===== src/rtl/irq_priority_ctrl.sv =====
// irq_priority_ctrl: registered N-source interrupt priority controller.
// Requests are captured into a pending register (edge or level), masked, and the
// winning source is presented as a binary ID through a valid/ack handshake. No new
// presentation happens until the CPU signals end-of-interrupt.
// Optional feature macro: IRQ_RR_EN (rotating priority; fixed highest-index-wins
// when undefined).
module irq_priority_ctrl #(
    parameter int unsigned N    = 8,
    parameter int unsigned W    = $clog2(N),
    parameter bit          EDGE = 1'b1
) (
    input  logic         clk,
    input  logic         rst_n,
    input  logic [N-1:0] irq_in,
    input  logic [N-1:0] mask,
    input  logic         irq_ack,
    input  logic         eoi,
    output logic         irq_valid,
    output logic [W-1:0] irq_id,
    output logic [N-1:0] pending,
    output logic         busy
);

    typedef enum logic [1:0] {StIdle, StPresent, StActive} state_e;

    state_e         state_q;
    logic [N-1:0]   pending_q, pending_d;
    logic [N-1:0]   irq_prev_q;
    logic [N-1:0]   cand;
    logic [N-1:0]   ack_clr;
    logic           irq_valid_q;
    logic           busy_q;
    logic [W-1:0]   irq_id_q;
    logic [W-1:0]   win;
    logic           found;
    logic           ack_take;

    assign ack_take = (state_q == StPresent) && irq_ack;
    assign cand     = pending_q & mask;

    // Pending next state: new edges set, an accepted ack clears; a same-cycle set wins.
    always_comb begin
        ack_clr = '0;
        if (ack_take) begin
            ack_clr[irq_id_q] = 1'b1;
        end
        if (EDGE) begin
            pending_d = (pending_q & ~ack_clr) | (irq_in & ~irq_prev_q);
        end else begin
            pending_d = irq_in;
        end
    end

    // Request history and pending register.
    always_ff @(posedge clk or negedge rst_n) begin
        if (!rst_n) begin
            irq_prev_q <= '0;
            pending_q  <= '0;
        end else begin
            irq_prev_q <= irq_in;
            pending_q  <= pending_d;
        end
    end

`ifdef IRQ_RR_EN
    logic [W-1:0] ptr_q;
    logic [W-1:0] idx;

    // Rotating search: p, p-1, ..., 0, N-1, ..., p+1; first candidate found wins.
    always_comb begin
        win   = '0;
        found = 1'b0;
        idx   = '0;
        for (int unsigned i = 0; i < N; i++) begin
            idx = W'((32'(ptr_q) + N - i) % N);
            if (!found && cand[idx]) begin
                found = 1'b1;
                win   = idx;
            end
        end
    end

    // Served source drops to lowest priority: pointer moves to (k-1) mod N on ack.
    always_ff @(posedge clk or negedge rst_n) begin
        if (!rst_n) begin
            ptr_q <= W'(N - 1);
        end else if (ack_take) begin
            ptr_q <= (irq_id_q == '0) ? W'(N - 1) : irq_id_q - 1'b1;
        end
    end
`else
    // Fixed priority: the highest set candidate index wins.
    always_comb begin
        win   = '0;
        found = 1'b0;
        for (int unsigned i = 0; i < N; i++) begin
            if (cand[i]) begin
                found = 1'b1;
                win   = W'(i);
            end
        end
    end
`endif

    // Presentation FSM with registered handshake outputs.
    always_ff @(posedge clk or negedge rst_n) begin
        if (!rst_n) begin
            state_q     <= StIdle;
            irq_valid_q <= 1'b0;
            irq_id_q    <= '0;
            busy_q      <= 1'b0;
        end else begin
            case (state_q)
                StIdle: begin
                    if (found) begin
                        state_q     <= StPresent;
                        irq_valid_q <= 1'b1;
                        irq_id_q    <= win;
                    end
                end
                StPresent: begin
                    // ID stays frozen here; eoi alongside ack is ignored.
                    if (irq_ack) begin
                        state_q     <= StActive;
                        irq_valid_q <= 1'b0;
                        busy_q      <= 1'b1;
                    end
                end
                StActive: begin
                    if (eoi) begin
                        state_q <= StIdle;
                        busy_q  <= 1'b0;
                    end
                end
                default: begin
                    state_q     <= StIdle;
                    irq_valid_q <= 1'b0;
                    busy_q      <= 1'b0;
                end
            endcase
        end
    end

    assign irq_valid = irq_valid_q;
    assign irq_id    = irq_id_q;
    assign pending   = pending_q;
    assign busy      = busy_q;

endmodule


===== config.mk =====
export PLATFORM = sky130hd
export DESIGN_NAME = irq_priority_ctrl
export DESIGN_NICKNAME = d
export VERILOG_FILES = /design/src/rtl/irq_priority_ctrl.sv
export SDC_FILE = /design/constraint.sdc
export NUM_CORES = 1
export LEC_CHECK = 0
export CORE_ASPECT_RATIO = 0.9
export CORE_UTILIZATION = 30
export DETAILED_ROUTE_END_ITERATION = 16
export PLACE_DENSITY = 0.6
export SYNTH_ARGS = -nofsm -noshare
export SYNTH_HDL_FRONTEND = slang
export SYNTH_SLANG_ARGS = --single-unit

===== constraint.sdc =====
create_clock -name clk -period 1.87 [get_ports clk]
set_input_delay 0.4675 -clock clk [delete_from_list [all_inputs] [get_ports clk]]
set_output_delay 0.4675 -clock clk [all_outputs]
set_load 0.02 [all_outputs]

==> impl_metrics.ini <==
[critical_path]
critPathTopFamily = buffers and inverters
worstSetupPathType = register to output pin
rrSetupSlack_ns = 0.41
end_kind = output pin
worstPathMaxFanout = 4
critPathSlowestCell = clkdlybuf4s50_1
arrival_ns = 1.34
crit_chain = clkdlybuf4s50_1
required_ns = 1.40
worst_r2r_endpoint = irq_id[1]$_DFFE_PN0P_
critical_path.startpoint_type = register
r2r_start = pending[3]$_DFF_PN0_
critPathBufInv = 1
slowest_delay_ns = 0.62
reg2reg_depth = 4

[synthesis]
synth_area_leaders = dfrtp_1 (60%), o21ai_0 (10%), inv_1 (3.1%)
yosys.area_share.xor_xnor = 0
synth_top_family_by_area = compound AO/OA/AOI/OAI gates
synth_top_area_frac = 0.6037
synth_nets = 103
muxShareOfSynthArea = 0.03150
synthTopCellsByCount = dfrtp_1 (23), o21ai_0 (19), inv_1 (8), nand2_1 (8), nand2b_1 (3)
ys_seq_elements = 23
synth_adder_area_share = 0
yosysMostFrequentCell = dfrtp_1
synth-compound-area-share = 0.2218
seq_area_frac_synth = 0.6037
async_flop_share = 1.000
yosysWarnings = 0
syn-instance-count = 83
synth_top_area_cell = dfrtp_1
syn-cell-area_um2 = 953.4
synth_edf_count = 0
synth_flop_cell = dfrtp_1
synthSimpleGateAreaFrac = 0.1115
synth.avg_cell_area_um2 = 11.49
ys_types = 22

[power_and_ir_drop]
finalPower_mw = 1.746
p_leak_nw = 0.5844
peakVddDrop_mv = 0.4599
power.density_mw_per_mm2 = 1256

[timing]
timing.hold.ws_ns = 0.4260
clock.fmax_mhz = 552.0
tightest_slew_ns = 0.2901
rsz0062_at_grt = no
fin_crit_sh = 0.9687
layout_min_cycle_time_ns = 1.811
slew_headroom = 0.8066
hold_viol = 0
drv_slew = 0
finClkSkew_ns = 0.001486
fin_ws_ns = 0.05855
setup_viol = 0
setup_tns_ns = 0

[flow_run]
max-cap-violations = 0

[clock_network]
cts_hold_buf = 0
cts_tree = yes
cts.sinks = 23
htree_levels = 1
cts_buffers = 3
clk_latency_ns = 0.30
root_buffer = clkbuf_4
clk_pin_slew_ns = 0.12
postCtsSetupBuffers = 0
cts_buffer_depth = 2

[finish]
fin_nets = 144
final_util = 0.4568
area_growth_syn_to_layout_pct = 45.80
final_area_mm2 = 0.001390
antennaDiodeCount = 0
layout-drive-gt1-share = 0.1220
instances_no_fill = 165

[route]
postRouteAntennaNets = 0
first_pass_iters = 4
via_per_inst = 4.679
drt_drc_violations_left = 0
routedWlPerCell_um = 12.68
wirelength_um = 2093
drt_iter0_markers = 22
vias = 772

[global_route]
overflow = 0
grt_pass1_wl_um = 3629
grt_max_degree = 24
antenna_found_initial = 0
grt_usage = 0.1430
grt_pass1_vias = 808

[worst_hold_path]
hold_end = pending[0]$_DFF_PN0_
min_path_cells = 1
hp-start = irq_prev_q[0]$_DFF_PN0_
worstHoldPathType = register to register

[floorplanning]
die_area_mm2 = 0.003408
start_util = 0.3133
die_h_um = 55.48
ios = 33
core_region_area_mm2 = 0.003043
die_w_um = 61.43
rows = 19

[run_status]
status = complete, no violations

[placed_design]
place_ws_ns = -0.07242
dp_hpwl_um = 1628
place.port_buffers = 32
gp_congestion = 0.8048
dpl-instance-area_mm2 = 0.001356
post-place-cells = 161
cells by family after synthesis:
group                  count (synthesis)
muxes                                  2
AOI/OAI and AO/OA                     31
and+or+nand+nor                       19
buffers and inverters                  8
DFF                                   23
registers in the layout, indices dropped and copies added, names as in the netlist:
register and count:
busy 1, irq_id 3, irq_prev_q 8, irq_valid 1
pending 8, state_q 2
timing repair:
item | in CTS | in global routing
setup endpoints to repair | 2 | 4
resized for setup | 2 | 4
gates cloned | 0 | 0
final cells by class:
type | instances | area, um2
Sequential cell | 23 | 575.6
Clock buffer | 4 | 26.28
Inverter | 8 | 30.03
Tap cell | 42 | 52.55
Fill cell | 320 | 1653
Timing Repair Buffer | 36 | 357.8
Multi-Input combinational cell | 52 | 347.8
metal layers:
metal | share of wire | GRT usage | vias up
met4 | 0.0062 | 0.04762 | 0
met1 | 0.46 | 0.2012 | 368
met3 | 0.058 | 0.02810 | 2
met2 | 0.48 | 0.2189 | 30
met5 | 0 | 0 | -
li1 | - | - | 372
cells in the final DEF, fill, tap and decap left out:
master,instances
nand2b_1,3
o21a_4,1
clkbuf_1,1
clkdlybuf4s50_1,26
o21ai_0,19
nand3b_1,1
or2_1,1
buf_4,4
nand2_1,8
a21oi_1,1
o31ai_1,2
nand2b_4,1
inv_1,8
a32oi_1,2
a22o_1,1
a22o_2,1
a22oi_1,2
clkbuf_4,3
or2_2,1
mux2_4,2
nand4b_1,1
dlygate4sd2_1,2
dlymetal6s2s_1,4
nor3b_1,1
dfrtp_1,23
a22oi_4,1
a21o_2,1
nor2_1,2
worst max-delay path by stage:
| stage | cells after the start | from | slack (ns) | to |
|---|---|---|---|---|
| 6_report | 1 | pending[3]$_DFF_PN0_ | 0.06 | pending[3] |
| 2_1_floorplan | 4 | pending[4]$_DFF_PN0_ | 0.43 | irq_id[0]$_DFFE_PN0P_ |
| 3_3_place_gp | 5 | mask[4] | -0.04 | irq_id[1]$_DFFE_PN0P_ |
| 5_1_grt | 1 | pending[3]$_DFF_PN0_ | 0.002 | pending[3] |
| 3_5_place_dp | 5 | mask[3] | -0.07 | irq_id[1]$_DFFE_PN0P_ |
| 4_1_cts | 1 | pending[6]$_DFF_PN0_ | 0.003 | pending[6] |
power breakdown:
part	internal [mW]	total (mW)	leakage, nW	switching, mW
clock	0.0832	0.223	0.0150	0.140
combinational	0.396	0.746	0.324	0.350
sequential	0.626	0.778	0.246	0.152
worst reg2reg max path, stage by stage (launching register included):
cell	delay, ns
dfrtp_1	0.43
a22oi_1	0.26
nand2_1	0.13
o21a_4	0.25
mux2_4	0.29
Power figures use the tool's default switching activity.
